`src/rtl/axil_decode_bus.sv`:
```
// AXI4-Lite 1-to-NUM_M address-decoding bus with independent read/write paths.
// Optional watchdog on stalled downstream ports: define AXIL_BUS_TIMEOUT_EN.
module axil_decode_bus #(
  parameter int unsigned DATA_WIDTH     = 32,
  parameter int unsigned ADDR_WIDTH     = 8,
  parameter int unsigned RESP_WIDTH     = 2,
  parameter int unsigned NUM_M          = 2,
  parameter int unsigned REGION_BITS    = 4,
  parameter int unsigned TIMEOUT_CYCLES = 64
) (
  input  logic                           s0_axi_aclk,
  input  logic                           s0_axi_aresetn,
  input  logic [ADDR_WIDTH-1:0]          s0_axi_awaddr,
  input  logic                           s0_axi_awvalid,
  output logic                           s0_axi_awready,
  input  logic [DATA_WIDTH-1:0]          s0_axi_wdata,
  input  logic [DATA_WIDTH/8-1:0]        s0_axi_wstrb,
  input  logic                           s0_axi_wvalid,
  output logic                           s0_axi_wready,
  output logic [RESP_WIDTH-1:0]          s0_axi_bresp,
  output logic                           s0_axi_bvalid,
  input  logic                           s0_axi_bready,
  input  logic [ADDR_WIDTH-1:0]          s0_axi_araddr,
  input  logic                           s0_axi_arvalid,
  output logic                           s0_axi_arready,
  output logic [DATA_WIDTH-1:0]          s0_axi_rdata,
  output logic [RESP_WIDTH-1:0]          s0_axi_rresp,
  output logic                           s0_axi_rvalid,
  input  logic                           s0_axi_rready,
  output logic [NUM_M*ADDR_WIDTH-1:0]    m_axi_awaddr,
  output logic [NUM_M-1:0]               m_axi_awvalid,
  input  logic [NUM_M-1:0]               m_axi_awready,
  output logic [NUM_M*DATA_WIDTH-1:0]    m_axi_wdata,
  output logic [NUM_M*DATA_WIDTH/8-1:0]  m_axi_wstrb,
  output logic [NUM_M-1:0]               m_axi_wvalid,
  input  logic [NUM_M-1:0]               m_axi_wready,
  input  logic [NUM_M*RESP_WIDTH-1:0]    m_axi_bresp,
  input  logic [NUM_M-1:0]               m_axi_bvalid,
  output logic [NUM_M-1:0]               m_axi_bready,
  output logic [NUM_M*ADDR_WIDTH-1:0]    m_axi_araddr,
  output logic [NUM_M-1:0]               m_axi_arvalid,
  input  logic [NUM_M-1:0]               m_axi_arready,
  input  logic [NUM_M*DATA_WIDTH-1:0]    m_axi_rdata,
  input  logic [NUM_M*RESP_WIDTH-1:0]    m_axi_rresp,
  input  logic [NUM_M-1:0]               m_axi_rvalid,
  output logic [NUM_M-1:0]               m_axi_rready
);

  localparam int unsigned StrbW = DATA_WIDTH / 8;
  localparam logic [RESP_WIDTH-1:0] RespSlvErr = RESP_WIDTH'(2);
  localparam logic [RESP_WIDTH-1:0] RespDecErr = RESP_WIDTH'(3);

  typedef enum logic [1:0] {StWIdle, StWFwd, StWWait, StWResp} w_state_e;
  typedef enum logic [1:0] {StRIdle, StRFwd, StRWait, StRResp} r_state_e;

  function automatic logic is_mapped(input logic [ADDR_WIDTH-1:0] a);
    return int'(a[ADDR_WIDTH-1:REGION_BITS]) < int'(NUM_M);
  endfunction

  function automatic logic [NUM_M-1:0] port_sel(input logic [ADDR_WIDTH-1:0] a);
    logic [NUM_M-1:0] s;
    s = '0;
    for (int k = 0; k < int'(NUM_M); k++) s[k] = (int'(a[ADDR_WIDTH-1:REGION_BITS]) == k);
    return s;
  endfunction

  w_state_e                wstate_q, wstate_d;
  logic                    aw_done_q, aw_done_d, w_done_q, w_done_d;
  logic                    awready_q, awready_d, wready_q, wready_d;
  logic [ADDR_WIDTH-1:0]   awaddr_q, awaddr_d;
  logic [DATA_WIDTH-1:0]   wdata_q, wdata_d;
  logic [StrbW-1:0]        wstrb_q, wstrb_d;
  logic [NUM_M-1:0]        m_awvalid_q, m_awvalid_d, m_wvalid_q, m_wvalid_d;
  logic [NUM_M-1:0]        m_bready_q, m_bready_d, w_sel;
  logic                    bvalid_q, bvalid_d;
  logic [RESP_WIDTH-1:0]   bresp_q, bresp_d, m_bresp_sel;

  r_state_e                rstate_q, rstate_d;
  logic                    arready_q, arready_d;
  logic [ADDR_WIDTH-1:0]   araddr_q, araddr_d;
  logic [NUM_M-1:0]        m_arvalid_q, m_arvalid_d, m_rready_q, m_rready_d, r_sel;
  logic                    rvalid_q, rvalid_d;
  logic [DATA_WIDTH-1:0]   rdata_q, rdata_d, m_rdata_sel;
  logic [RESP_WIDTH-1:0]   rresp_q, rresp_d, m_rresp_sel;

`ifdef AXIL_BUS_TIMEOUT_EN
  localparam int unsigned CntW = $clog2(TIMEOUT_CYCLES + 1);
  logic [CntW-1:0] w_cnt_q, w_cnt_d, r_cnt_q, r_cnt_d;
`endif

  assign w_sel = port_sel(awaddr_q);
  assign r_sel = port_sel(araddr_q);

  // Response muxes driven by the latched address of each path.
  always_comb begin
    m_bresp_sel = '0;
    m_rresp_sel = '0;
    m_rdata_sel = '0;
    for (int k = 0; k < int'(NUM_M); k++) begin
      if (w_sel[k]) m_bresp_sel = m_axi_bresp[k*RESP_WIDTH +: RESP_WIDTH];
      if (r_sel[k]) begin
        m_rresp_sel = m_axi_rresp[k*RESP_WIDTH +: RESP_WIDTH];
        m_rdata_sel = m_axi_rdata[k*DATA_WIDTH +: DATA_WIDTH];
      end
    end
  end

  always_comb begin
    wstate_d    = wstate_q;
    aw_done_d   = aw_done_q;
    w_done_d    = w_done_q;
    awaddr_d    = awaddr_q;
    wdata_d     = wdata_q;
    wstrb_d     = wstrb_q;
    m_awvalid_d = m_awvalid_q;
    m_wvalid_d  = m_wvalid_q;
    m_bready_d  = m_bready_q;
    bvalid_d    = bvalid_q;
    bresp_d     = bresp_q;
`ifdef AXIL_BUS_TIMEOUT_EN
    w_cnt_d     = '0;
`endif
    unique case (wstate_q)
      StWIdle: begin
        if (awready_q && s0_axi_awvalid) begin
          aw_done_d = 1'b1;
          awaddr_d  = s0_axi_awaddr;
        end
        if (wready_q && s0_axi_wvalid) begin
          w_done_d = 1'b1;
          wdata_d  = s0_axi_wdata;
          wstrb_d  = s0_axi_wstrb;
        end
        if (aw_done_d && w_done_d) begin
          aw_done_d  = 1'b0;
          w_done_d   = 1'b0;
          m_bready_d = '0;
          if (is_mapped(awaddr_d)) begin
            wstate_d    = StWFwd;
            m_awvalid_d = port_sel(awaddr_d);
            m_wvalid_d  = port_sel(awaddr_d);
          end else begin
            wstate_d = StWResp;
            bvalid_d = 1'b1;
            bresp_d  = RespDecErr;
          end
        end
      end
      StWFwd: begin
        m_awvalid_d = m_awvalid_q & ~m_axi_awready;
        m_wvalid_d  = m_wvalid_q & ~m_axi_wready;
        if (m_awvalid_d == '0 && m_wvalid_d == '0) begin
          wstate_d   = StWWait;
          m_bready_d = w_sel;
        end
      end
      StWWait: begin
        if (|(m_bready_q & m_axi_bvalid)) begin
          bresp_d    = m_bresp_sel;
          m_bready_d = '0;
          bvalid_d   = 1'b1;
          wstate_d   = StWResp;
        end
      end
      StWResp: begin
        if (s0_axi_bready) begin
          bvalid_d = 1'b0;
          wstate_d = StWIdle;
        end
      end
      default: wstate_d = StWIdle;
    endcase
`ifdef AXIL_BUS_TIMEOUT_EN
    if (wstate_q == StWFwd || wstate_q == StWWait) begin
      w_cnt_d = w_cnt_q + 1'b1;
      if (w_cnt_d == CntW'(TIMEOUT_CYCLES) && wstate_d != StWResp) begin
        m_awvalid_d = '0;
        m_wvalid_d  = '0;
        m_bready_d  = '0;
        bvalid_d    = 1'b1;
        bresp_d     = RespSlvErr;
        wstate_d    = StWResp;
        w_cnt_d     = '0;
      end
    end
    // Idle absorbs late responses from abandoned transactions.
    if (wstate_d == StWIdle) m_bready_d = '1;
`endif
    awready_d = (wstate_d == StWIdle) && !aw_done_d;
    wready_d  = (wstate_d == StWIdle) && !w_done_d;
  end

  always_comb begin
    rstate_d    = rstate_q;
    araddr_d    = araddr_q;
    m_arvalid_d = m_arvalid_q;
    m_rready_d  = m_rready_q;
    rvalid_d    = rvalid_q;
    rdata_d     = rdata_q;
    rresp_d     = rresp_q;
`ifdef AXIL_BUS_TIMEOUT_EN
    r_cnt_d     = '0;
`endif
    unique case (rstate_q)
      StRIdle: begin
        if (arready_q && s0_axi_arvalid) begin
          araddr_d   = s0_axi_araddr;
          m_rready_d = '0;
          if (is_mapped(s0_axi_araddr)) begin
            rstate_d    = StRFwd;
            m_arvalid_d = port_sel(s0_axi_araddr);
          end else begin
            rstate_d = StRResp;
            rvalid_d = 1'b1;
            rdata_d  = '0;
            rresp_d  = RespDecErr;
          end
        end
      end
      StRFwd: begin
        m_arvalid_d = m_arvalid_q & ~m_axi_arready;
        if (m_arvalid_d == '0) begin
          rstate_d   = StRWait;
          m_rready_d = r_sel;
        end
      end
      StRWait: begin
        if (|(m_rready_q & m_axi_rvalid)) begin
          rdata_d    = m_rdata_sel;
          rresp_d    = m_rresp_sel;
          m_rready_d = '0;
          rvalid_d   = 1'b1;
          rstate_d   = StRResp;
        end
      end
      StRResp: begin
        if (s0_axi_rready) begin
          rvalid_d = 1'b0;
          rstate_d = StRIdle;
        end
      end
      default: rstate_d = StRIdle;
    endcase
`ifdef AXIL_BUS_TIMEOUT_EN
    if (rstate_q == StRFwd || rstate_q == StRWait) begin
      r_cnt_d = r_cnt_q + 1'b1;
      if (r_cnt_d == CntW'(TIMEOUT_CYCLES) && rstate_d != StRResp) begin
        m_arvalid_d = '0;
        m_rready_d  = '0;
        rvalid_d    = 1'b1;
        rdata_d     = '0;
        rresp_d     = RespSlvErr;
        rstate_d    = StRResp;
        r_cnt_d     = '0;
      end
    end
    if (rstate_d == StRIdle) m_rready_d = '1;
`endif
    arready_d = (rstate_d == StRIdle);
  end

  always_ff @(posedge s0_axi_aclk) begin
    if (!s0_axi_aresetn) begin
      wstate_q    <= StWIdle;
      aw_done_q   <= 1'b0;
      w_done_q    <= 1'b0;
      awready_q   <= 1'b0;
      wready_q    <= 1'b0;
      awaddr_q    <= '0;
      wdata_q     <= '0;
      wstrb_q     <= '0;
      m_awvalid_q <= '0;
      m_wvalid_q  <= '0;
      m_bready_q  <= '0;
      bvalid_q    <= 1'b0;
      bresp_q     <= '0;
`ifdef AXIL_BUS_TIMEOUT_EN
      w_cnt_q     <= '0;
`endif
    end else begin
      wstate_q    <= wstate_d;
      aw_done_q   <= aw_done_d;
      w_done_q    <= w_done_d;
      awready_q   <= awready_d;
      wready_q    <= wready_d;
      awaddr_q    <= awaddr_d;
      wdata_q     <= wdata_d;
      wstrb_q     <= wstrb_d;
      m_awvalid_q <= m_awvalid_d;
      m_wvalid_q  <= m_wvalid_d;
      m_bready_q  <= m_bready_d;
      bvalid_q    <= bvalid_d;
      bresp_q     <= bresp_d;
`ifdef AXIL_BUS_TIMEOUT_EN
      w_cnt_q     <= w_cnt_d;
`endif
    end
  end

  always_ff @(posedge s0_axi_aclk) begin
    if (!s0_axi_aresetn) begin
      rstate_q    <= StRIdle;
      arready_q   <= 1'b0;
      araddr_q    <= '0;
      m_arvalid_q <= '0;
      m_rready_q  <= '0;
      rvalid_q    <= 1'b0;
      rdata_q     <= '0;
      rresp_q     <= '0;
`ifdef AXIL_BUS_TIMEOUT_EN
      r_cnt_q     <= '0;
`endif
    end else begin
      rstate_q    <= rstate_d;
      arready_q   <= arready_d;
      araddr_q    <= araddr_d;
      m_arvalid_q <= m_arvalid_d;
      m_rready_q  <= m_rready_d;
      rvalid_q    <= rvalid_d;
      rdata_q     <= rdata_d;
      rresp_q     <= rresp_d;
`ifdef AXIL_BUS_TIMEOUT_EN
      r_cnt_q     <= r_cnt_d;
`endif
    end
  end

  assign s0_axi_awready = awready_q;
  assign s0_axi_wready  = wready_q;
  assign s0_axi_bvalid  = bvalid_q;
  assign s0_axi_bresp   = bresp_q;
  assign s0_axi_arready = arready_q;
  assign s0_axi_rvalid  = rvalid_q;
  assign s0_axi_rdata   = rdata_q;
  assign s0_axi_rresp   = rresp_q;

  // Address and data are broadcast; only the selected port sees a valid.
  assign m_axi_awaddr  = {NUM_M{awaddr_q}};
  assign m_axi_wdata   = {NUM_M{wdata_q}};
  assign m_axi_wstrb   = {NUM_M{wstrb_q}};
  assign m_axi_araddr  = {NUM_M{araddr_q}};
  assign m_axi_awvalid = m_awvalid_q;
  assign m_axi_wvalid  = m_wvalid_q;
  assign m_axi_bready  = m_bready_q;
  assign m_axi_arvalid = m_arvalid_q;
  assign m_axi_rready  = m_rready_q;

endmodule
```
`config.mk`:
```
export PLATFORM = sky130hd
export DESIGN_NAME = axil_decode_bus
export DESIGN_NICKNAME = d
export VERILOG_FILES = /design/src/rtl/axil_decode_bus.sv
export SDC_FILE = /design/constraint.sdc
export NUM_CORES = 1
export LEC_CHECK = 0
export CAP_MARGIN = 5
export CORE_ASPECT_RATIO = 1.75
export CORE_MARGIN = 3
export CORE_UTILIZATION = 41
export DETAILED_ROUTE_END_ITERATION = 10
export HOLD_SLACK_MARGIN = 0.08
export PLACE_DENSITY = 0.86
export SKIP_LAST_GASP = 1
export SLEW_MARGIN = 20
export SYNTH_ARGS = -nofsm -noshare
export SYNTH_HDL_FRONTEND = slang
export SYNTH_SLANG_ARGS = --single-unit
```
`constraint.sdc`:
```
create_clock -name s0_axi_aclk -period 4.4 [get_ports s0_axi_aclk]
set_input_delay 0.88 -clock s0_axi_aclk [delete_from_list [all_inputs] [get_ports s0_axi_aclk]]
set_output_delay 0.88 -clock s0_axi_aclk [all_outputs]
set_load 0.02 [all_outputs]
```
After elaboration in Yosys (flattened, before gate mapping)
Cells that the tools add are included.
Word-level totals
  output and inout port bits: 155
  bits in registers: 109
  logic and storage cells: 161
Cells by class
  magnitude comparators: 2
  bitwise logic cells: 8
  reductions and logical operators: 41
  equal/unequal tests: 23
  mux-type cells: 65
Operators with widths (count)
  two-way mux 32 bit: 5
  one-hot mux 32 bit (2 select lines): 1
  two-way mux 2 bit: 30
  inequality test 2 bit, second input constant: 13
  one-hot mux 2 bit (2 select lines): 5
  equality test 4 x 2 -> 1 bit, second input constant: 4
  zero test 4 bit: 4
  two-way mux 1 bit: 16
  two-way mux 8 bit: 2
  one-hot mux 2 bit (4 select lines): 2
  AND reduction 4 bit: 4
  zero test 2 bit: 7
  one-hot mux 2 bit (3 select lines): 2
  nonzero test 3 bit: 4
  AND 2 bit: 5
  AND reduction 5 bit: 2
  equality test 2 bit, second input constant: 4
  less-than comparator 4 x 2 -> 1 bit, second input constant: 2
  nonzero test 2 bit: 4
  logical AND 1 bit: 7
  NOT 2 bit: 3
  one-hot mux 1 bit (3 select lines): 2
  AND reduction 2 bit: 3
  AND reduction 3 bit: 2
  other kinds (3): 6

Logic depth before layout (Yosys ltp)
Gate-level depths: netlist of run 1.
  word-level depth: 9
  depth in mapped cells: 7
  gate-level depth less buffers: 4

Least setup slack after synthesis of run 1
No wires, ideal clock.
  path type: input -> register
  start point: in s0_axi_awaddr[6]
  end point: reg bresp_q[0] (netlist: s0_axi_bresp[0])
  data arrival time: 1.885 ns
  cell stages on the path: 4
  setup time: 0.122 ns
  buffers on the path: 0
  data required time: 4.278 ns
  setup slack: 2.393 ns
  cell sequence: or3_1 -> mux2i_4 -> nor2b_1 -> o311a_1
Between the ends
  longest elaborated chain between the ends: 5
Ends and longest elaborated chain
  start: declaration: line 13  | input logic [ADDR_WIDTH-1:0] s0_axi_awaddr,
  two-way mux 8 bit: line 125  | if (awready_q && s0_axi_awvalid) begin
  two-way mux 8 bit: line 123  | unique case (wstate_q)
  less-than comparator 4 x 2 -> 1 bit: line 57  | return int'(a[ADDR_WIDTH-1:REGION_BITS]) < int'(NUM_M);
  inequality test 2 bit (no line)
  AND reduction 4 bit (no line)
  end signal: assignment: line 293  | bresp_q <= bresp_d;
  end: declaration: line 76  | logic [RESP_WIDTH-1:0] bresp_q, bresp_d, m_bresp_sel;
Every way passes these cells. The select of a mux whose other input is x is not followed.
A chain may end at the register's enable or synchronous reset.

Worst setup path in the final report of run 1
  start point: reg araddr_q[4]
  end point: out m_axi_araddr[12]
RTL lines
  start: declaration: line 80  | logic [ADDR_WIDTH-1:0] araddr_q, araddr_d;
  start signal: assignment: line 316  | araddr_q <= araddr_d;
  end: declaration: line 40  | output logic [NUM_M*ADDR_WIDTH-1:0] m_axi_araddr,
No word-level cell between the ends.

==> results.json, run 1 <==
{
  "layout_commonest_cell": "clkdlybuf4s50_1",
  "synthMuxAreaShare_pct": 9.47,
  "dpl-instance-area_sq_um": 7640,
  "routed_wl_um": 16700,
  "crit_type": "reg2out",
  "grt_pass1_vias": 5027,
  "crit_arrival_ns": 1.77,
  "final_antenna_net_count": 0,
  "yosysUniqueCellTypes": 46,
  "synthArstFlopShare_pct": 0,
  "holdPathStages": 2,
  "std_cell_rows": 52,
  "core-area_sq_um": 11800,
  "htree_levels": 3,
  "numCtsBuffers": 9,
  "synth_fa_ha_area_share_pct": 0,
  "outcome": "completed",
  "path_max_fanout": 39,
  "ys.warnings.count": 0,
  "grt_max_degree": 41,
  "tightest_slew_ns": 0.563,
  "clkLatencyLatePin_ns": 0.34,
  "drtPass1Iterations": 4,
  "hold_path_class": "reg2reg",
  "r2r_start": "rstate_q[1]",
  "wire_per_inst_um": 17.1,
  "cts_num_sinks": 109,
  "period_share_pct": 60.1,
  "antenna_found_initial": 0,
  "cts_tree": "built",
  "dieHeight_um": 152,
  "relSlewSlack_pct": 62.5,
  "peakVddDrop_uv": 332,
  "final_cell_mix": "clkdlybuf4s50_1, nand2_1, dfxtp_1",
  "cts-root-buf": "clkbuf_16",
  "r2r_cells": 5,
  "syn-num-nets": 728,
  "regToRegSetupSlack_ns": 2.46,
  "grtUsageTotal_pct": 23.8,
  "min_to": "s0_axi_rvalid",
  "synth_compound_area_share_pct": 15.8,
  "cts-hold-fix-buffers": 0,
  "finalSetupViolations": 0,
  "syn2layout_area_growth_pct": 58.8,
  "dieArea_sq_um": 13600,
  "drt_iter0_drc": 181,
  "syn_area_sq_um": 5010,
  "fin_area_sq_um": 7950,
  "synth_edf_count": 0,
  "place_ws_ns": 1.45,
  "die_x_um": 89.5,
  "rsz0062_at_grt": "no",
  "fin_skew_ns": 0.0124,
  "ys_seq_area_share_pct": 43.6,
  "hold_violations": 0,
  "fin_setup_tns_ns": 0,
  "clkTransAtPathRegs_ns": 0.08,
  "yosysTopAreaCell": "dfxtp_1",
  "io_pins": 296,
  "reg2reg_to": "s0_axi_rdata[17]",
  "start_util_pct": 42.5,
  "port_buffers": 295,
  "drive_gt1_share_pct": 8.31,
  "dp_hpwl_um": 13200,
  "ys.flop_type": "dfxtp_1",
  "slew_violations": 0,
  "end_kind": "primary output",
  "leakage_nw": 2.78,
  "synth_top_family_by_area": "simple AND/OR/NAND/NOR gates",
  "hp-start": "s0_axi_rvalid",
  "fin_crit_ns": 2.65,
  "clockBufferDepth": 2,
  "synthCells": 587,
  "avgSynthCellArea_sq_um": 8.53,
  "synth_xor_area_share_pct": 0,
  "drv_cap": 0,
  "drc": 0,
  "pwr_density_cell_nw_per_um2": 427,
  "yosys-top-cells-area": "dfxtp_1, nand2_1, buf_4, mux2_2, a21oi_1",
  "layout.nets": 954,
  "postCtsResizedCells": 0,
  "vias": 4996,
  "hold_slack_ns": 0.473,
  "cts_setup_buffers": 0,
  "place.gp.congestion": 0.837,
  "synth_top_area_share_pct": 43.6,
  "max_freq_mhz": 378,
  "worst_ep_required_time_ns": 3.52,
  "synth_simple_gate_area_share_pct": 19.4,
  "ys_ff_latch": 109,
  "finalWorstSetupSlack_ns": 1.75,
  "cp-start-kind": "flop",
  "grt_overflow": 0,
  "num_antenna_cells": 0,
  "grt_pass1_wl_um": 25600,
  "routed_via_density": 5.10
}
-- worst max path at each step --
stage,cells past startpoint,start,endpoint
floorplan,4,s0_axi_awaddr[6],s0_axi_bresp[0]
global placement,5,m_axi_rvalid[0],s0_axi_rdata[7]
detailed placement,5,m_axi_rvalid[0],s0_axi_rdata[17]
CTS,2,araddr_q[4],m_axi_araddr[12]
global route,2,araddr_q[4],m_axi_araddr[12]
finish,2,araddr_q[4],m_axi_araddr[12]
-- layout make-up --
type,count,area [sq um]
clock buffer,9,225
clock inverter,7,73.8
fill,963,3830
inverter,2,7.51
multi-input combinational,388,2240
sequential,109,2180
tap,162,203
timing repair buffer,303,3020
-- critical path, stage by stage (launching register included) --
cell and delay, ns:
dfxtp_1 0.31, buf_4 0.41, clkdlybuf4s50_1 0.70
-- synth_stat cells (2+ instances only) --
master	n
nand2_1	126
dfxtp_1	109
a21oi_1	62
buf_4	59
nor2_1	43
a22oi_1	34
mux2_2	33
clkbuf_1	19
o21ai_0	10
mux2i_1	8
nand3_1	8
nand2b_1	7
buf_2	6
nor2b_1	5
nor3_1	5
o22ai_1	5
nor3_2	4
and4_1	3
buf_6	3
o2111ai_1	3
o211ai_1	3
o311a_1	3
or3_1	3
and3_1	2
inv_1	2
nor3b_1	2
-- metrics by stage --
stage	total power [W]	std cells	utilization [%]
global route	0.00356	980	67.5
finish	0.00339	980	67.5
CTS	0.00341	979	67.4
global placement	0.00256	963	64.9
detailed placement	0.00260	963	64.9
floorplan	0.00209	587	-
-- routing by layer --
metal,routed length [um],track usage (%),vias up
met1,5770,23.4,2323
met4,625,10.2,0
met5,0,0,-
met2,9020,44.7,231
met3,1300,5.95,39
li1,-,-,2403
-- state kept, by name, indices dropped and copies added (netlist names), 2 cells and up --
signal	cells
awaddr_q	8
m_axi_bready	2
m_axi_rready	2
rstate_q	2
m_axi_awvalid	2
s0_axi_rdata	32
s0_axi_bresp	2
m_axi_arvalid	2
wstate_q	2
m_axi_wvalid	2
araddr_q	8
wstrb_q	4
wdata_q	32
s0_axi_rresp	2
-- cells by family after synthesis --
kind of cell	count (synthesis)
and+or+nand+nor	218
AOI/OAI and AO/OA	128
DFF	109
buffers and inverters	90
muxes	42
-- where the power goes --
part / leakage (nW) / total (W) / switching, W / internal (W)
Sequential: 0.884 / 0.00126 / 0.000147 / 0.00112
Clock: 0.146 / 0.000811 / 0.000367 / 0.000444
Combinational: 1.75 / 0.00132 / 0.000691 / 0.000627
Total: 2.78 / 0.00339 / 0.00120 / 0.00219
No activity file was read; power rests on OpenSTA's default activity.
==> inputs of run 2 (changes only) <==
--- a/config.mk
+++ b/config.mk
@@ -8,10 +8,10 @@
 export CAP_MARGIN = 5
 export CORE_ASPECT_RATIO = 1.75
 export CORE_MARGIN = 3
-export CORE_UTILIZATION = 41
+export CORE_UTILIZATION = 38
 export DETAILED_ROUTE_END_ITERATION = 10
 export HOLD_SLACK_MARGIN = 0.08
-export PLACE_DENSITY = 0.86
+export PLACE_DENSITY = 0.81
 export SKIP_LAST_GASP = 1
 export SLEW_MARGIN = 20
 export SYNTH_ARGS = -nofsm -noshare
==> constraint.sdc (replaced) <==
create_clock -name s0_axi_aclk -period 2.7 [get_ports s0_axi_aclk]
set_input_delay 0.54 -clock s0_axi_aclk [delete_from_list [all_inputs] [get_ports s0_axi_aclk]]
set_output_delay 0.54 -clock s0_axi_aclk [all_outputs]
set_load 0.02 [all_outputs]
==> run 2 against run 1 <==
Critical path depth is 1 lower; first-iteration DRC count is 12% lower; non-clock buffer count is 4 higher; via count is 0.48% lower; sequential share of layout area is 0.12 points lower; sequential power is 63% higher; cell count is 1.0% higher; die area is 7.5% higher; wire length is 2.2% lower; flip-flop and latch count stayed put; register-to-register slack worse by 1.4 ns; setup slack worse by 1.1 ns.
==> results.json, run 2 (synthesis results as in run 1) <==
{
  "htree_levels": 3,
  "num_antenna_cells": 0,
  "port_buffers": 295,
  "period_share_pct": 76.7,
  "hold_violations": 0,
  "fin_area_sq_um": 7980,
  "layout.nets": 958,
  "slowest_stage": "clkdlybuf4s50_1",
  "dieHeight_um": 158,
  "clkLatencyLatePin_ns": 0.34,
  "dp_hpwl_um": 13000,
  "tightest_slew_ns": 0.481,
  "pwr_density_cell_nw_per_um2": 685,
  "grtUsageTotal_pct": 21.1,
  "outcome": "completed",
  "routed_wl_um": 16300,
  "cts-hold-fix-buffers": 0,
  "final_antenna_net_count": 0,
  "clkTransAtPathRegs_ns": 0.07,
  "crit_arrival_ns": 1.53,
  "die_x_um": 92.8,
  "std_cell_rows": 54,
  "layout_commonest_cell": "clkdlybuf4s50_1",
  "clockBufferDepth": 2,
  "antenna_found_initial": 0,
  "crit_type": "reg2out",
  "dieArea_sq_um": 14600,
  "place.gp.congestion": 0.848,
  "max_stage_delay_ns": 0.68,
  "fin_crit_ns": 2.07,
  "cts-root-buf": "clkbuf_16",
  "cts_setup_buffers": 0,
  "drc": 0,
  "vias": 4972,
  "fin_skew_ns": 0.00831,
  "postCtsResizedCells": 0,
  "finalSetupViolations": 0,
  "drv_cap": 0,
  "hold_slack_ns": 0.471,
  "final_cell_mix": "clkdlybuf4s50_1, nand2_1, dfxtp_1",
  "io_pins": 296,
  "rsz0062_at_grt": "no",
  "critPathBufInv": 1,
  "max_freq_mhz": 483,
  "cp-start-kind": "flop",
  "worst_ep_required_time_ns": 2.16,
  "peakVddDrop_uv": 507,
  "syn2layout_area_growth_pct": 59.5,
  "grt_overflow": 0,
  "end_kind": "primary output",
  "routed_via_density": 5.02,
  "grt_max_degree": 41,
  "slew_violations": 0,
  "path_max_fanout": 9,
  "core-area_sq_um": 12700,
  "cts_tree": "built",
  "grt_pass1_vias": 4975,
  "wire_per_inst_um": 16.5,
  "cp_top_family": "buffers and inverters",
  "drt_iter0_drc": 159,
  "p_total_w": 0.00547,
  "start_util_pct": 39.4,
  "hold_path_class": "reg2reg",
  "drtPass1Iterations": 5,
  "leakage_nw": 2.80,
  "path_cells": "clkdlybuf4s50_1",
  "cts_num_sinks": 109,
  "relSlewSlack_pct": 68.0,
  "grt_pass1_wl_um": 24800,
  "dpl-instance-area_sq_um": 7700,
  "fin_setup_tns_ns": 0,
  "drive_gt1_share_pct": 8.76,
  "numCtsBuffers": 9
}
[run 2: worst paths after layout]
check / slack [ns] / startpoint / endpoint / cells after the start
max reg2reg: 1.09 / wstate_q[1] / wdata_q[21] / 5
min: 0.47 / s0_axi_rvalid / s0_axi_rvalid / 2
min reg2reg: 0.47 / s0_axi_rvalid / s0_axi_rvalid / 2
max: 0.63 / awaddr_q[4] / m_axi_awaddr[4] / 1
[run 2: cell type report]
type / count / area, sq um
clock buffer: 10 / 239
clock inverter: 6 / 47.5
fill: 1100 / 4720
inverter: 2 / 7.51
multi-input combinational: 388 / 2240
sequential: 109 / 2180
tap: 168 / 210
timing repair buffer: 307 / 3060
[run 2: routing by layer]
| metal | routed length (um) | up-vias | share of wire, % | global-route usage [%] |
|---|---|---|---|---|
| met1 | 5530 | 2309 | 34 | 20.6 |
| met4 | 352 | 0 | 2.2 | 8.04 |
| li1 | - | 2418 | - | - |
| met5 | 0 | - | 0 | 0 |
| met2 | 9070 | 223 | 55 | 41.0 |
| met3 | 1390 | 22 | 8.5 | 5.94 |
[run 2: worst min-delay path: stages (launching register included)]
cell	delay, ns
dfxtp_1	0.31
nand2_1	0.06
a21oi_1	0.05
[run 2: power breakdown]
part | internal [W] | total (W) | switching, W
registers | 0.00182 | 0.00205 | 0.000231
clock network | 0.000658 | 0.00124 | 0.000583
logic | 0.00104 | 0.00218 | 0.00114
total | 0.00352 | 0.00547 | 0.00195
[run 2: stage by stage]
stage,util (%),std cells,setup slack (ns)
final,62.8,990,0.630
after global routing,62.8,990,0.588
after CTS,62.8,990,0.612
after detailed placement,60.6,974,0.509
after global placement,60.6,974,0.560
after floorplan,-,587,1.03
==> inputs of run 3 (changes only) <==
==> constraint.sdc (replaced) <==
create_clock -name s0_axi_aclk -period 2.17 [get_ports s0_axi_aclk]
set_input_delay 0.434 -clock s0_axi_aclk [delete_from_list [all_inputs] [get_ports s0_axi_aclk]]
set_output_delay 0.434 -clock s0_axi_aclk [all_outputs]
set_load 0.02 [all_outputs]
==> run 3 against run 2 <==
Critical path depth stayed put; final area is 1.1% higher; count of clock-buffer cells in the layout stayed put; setup slack worse by 0.44 ns; utilization is 0.71 points higher; combinational power is 26% higher; largest power group unchanged.
==> results.json, run 3 (synthesis results as in run 1) <==
{
  "grt_pass1_vias": 4973,
  "fin_setup_tns_ns": 0,
  "drc": 0,
  "cts-hold-fix-buffers": 0,
  "drt_iter0_drc": 140,
  "dp_hpwl_um": 13100,
  "grtUsageTotal_pct": 21.2,
  "path_cells": "clkdlybuf4s50_1",
  "cts_setup_buffers": 0,
  "antenna_found_initial": 0,
  "worst_ep_required_time_ns": 1.74,
  "final_cell_mix": "clkdlybuf4s50_1, nand2_1, dfxtp_1",
  "leakage_nw": 2.83,
  "hold_violations": 0,
  "port_buffers": 295,
  "die_x_um": 92.8,
  "rsz0062_at_grt": "no",
  "crit_type": "reg2out",
  "postCtsResizedCells": 0,
  "clkTransAtPathRegs_ns": 0.07,
  "tightest_slew_ns": 0.505,
  "htree_levels": 3,
  "relSlewSlack_pct": 66.0,
  "clockBufferDepth": 2,
  "critPathBufInv": 1,
  "place.gp.congestion": 0.795,
  "hp-start": "awaddr_q[3]",
  "num_antenna_cells": 0,
  "fillCellCount": 1074,
  "layout_commonest_cell": "clkdlybuf4s50_1",
  "cts_tree": "built",
  "std_cell_rows": 54,
  "grt_pass1_wl_um": 24900,
  "path_max_fanout": 9,
  "pwr_density_cell_nw_per_um2": 875,
  "max_freq_mhz": 505,
  "r2r_start": "rstate_q[1]",
  "clkLatencyLatePin_ns": 0.34,
  "hold_path_class": "reg2reg",
  "cts_num_sinks": 109,
  "cp_top_family": "buffers and inverters",
  "wl_met2_um": 9110,
  "crit_arrival_ns": 1.55,
  "grt_overflow": 0,
  "peakVddDrop_uv": 519,
  "final_antenna_net_count": 0,
  "numCtsBuffers": 9,
  "dp.cells": 975,
  "fin_skew_ns": 0.00786,
  "layoutNonFillerInstCount": 991,
  "drtPass1Iterations": 5,
  "top_layer": "met4",
  "max_stage_delay_ns": 0.68,
  "vias": 4970,
  "period_share_pct": 91.2,
  "multiInputGateArea_sq_um": 2240,
  "routed_wl_um": 16400,
  "wl_met1_um": 5570,
  "slowest_stage": "clkdlybuf4s50_1",
  "ff_latch_area_sq_um": 2180,
  "cp-start-kind": "flop",
  "drive_gt1_share_pct": 8.87,
  "routed_via_density": 5.02,
  "core-area_sq_um": 12700,
  "crit_path_start": "awaddr_q[4]",
  "wire_per_inst_um": 16.5,
  "io_pins": 296,
  "wl_met3_um": 1400,
  "grt_max_degree": 49,
  "dieArea_sq_um": 14600,
  "slew_violations": 0,
  "syn2layout_area_growth_pct": 61.3,
  "fin_crit_ns": 1.98,
  "drv_cap": 0,
  "start_util_pct": 39.4,
  "dieHeight_um": 158,
  "cts-root-buf": "clkbuf_16",
  "end_kind": "primary output",
  "finalSetupViolations": 0,
  "layout.nets": 959,
  "outcome": "completed"
}
run 3: cell count changes in the layout (fill, tap and decap cells not counted), sizes merged:
cell	before	now
inv	3	4
clkinv	4	0
bufinv	0	2
clkinvlp	1	2
buf	12	13
run 3: through the flow:
stage               cell area [sq um]  setup slack (ns)  utilization [%]  total power, W  hold WS, ns
CTS                              8070             0.162             63.6         0.00713        0.477
global placement                 7740             0.120             60.9         0.00528        0.448
detailed placement               7740            0.0792             60.9         0.00535        0.457
finish                           8070             0.190             63.6         0.00707        0.475
global route                     8070             0.114             63.6         0.00742        0.507
floorplan                        5010             0.500                -         0.00423        0.473
run 3: final cells by class:
type	instances	area share [%]
Timing Repair Buffer	308	38.4
Multi-Input combinational cell	388	27.8
Sequential cell	109	27.0
Clock buffer	10	2.96
Tap cell	168	2.60
Clock inverter	6	1.15
Inverter	2	0.0930
run 3: final timing paths:
kind	slack (ns)	depth (start not counted)	to
max	0.19	1	m_axi_awaddr[12]
min	0.48	2	awaddr_q[3]
max reg2reg	0.54	5	s0_axi_rdata[23]
min reg2reg	0.48	2	awaddr_q[3]
run 3: metal layers:
metal | vias up | GRT usage [%]
li1 | 2424 | -
met1 | 2298 | 20.8
met4 | 0 | 7.20
met2 | 230 | 41.6
met5 | - | 0
met3 | 18 | 5.99
run 3: power by group:
group	switching, W	leakage (nW)	total [W]	internal (W)
clock	0.000720	0.156	0.00177	0.00105
combinational	0.00142	1.79	0.00274	0.00133
sequential	0.000289	0.884	0.00255	0.00226
run 3: tightest hold or removal path, delay by kind of cell (launching register included):
family | cells | cell delay, ns
compound gates | 1 | 0.05
flops | 1 | 0.32
simple gates | 1 | 0.06
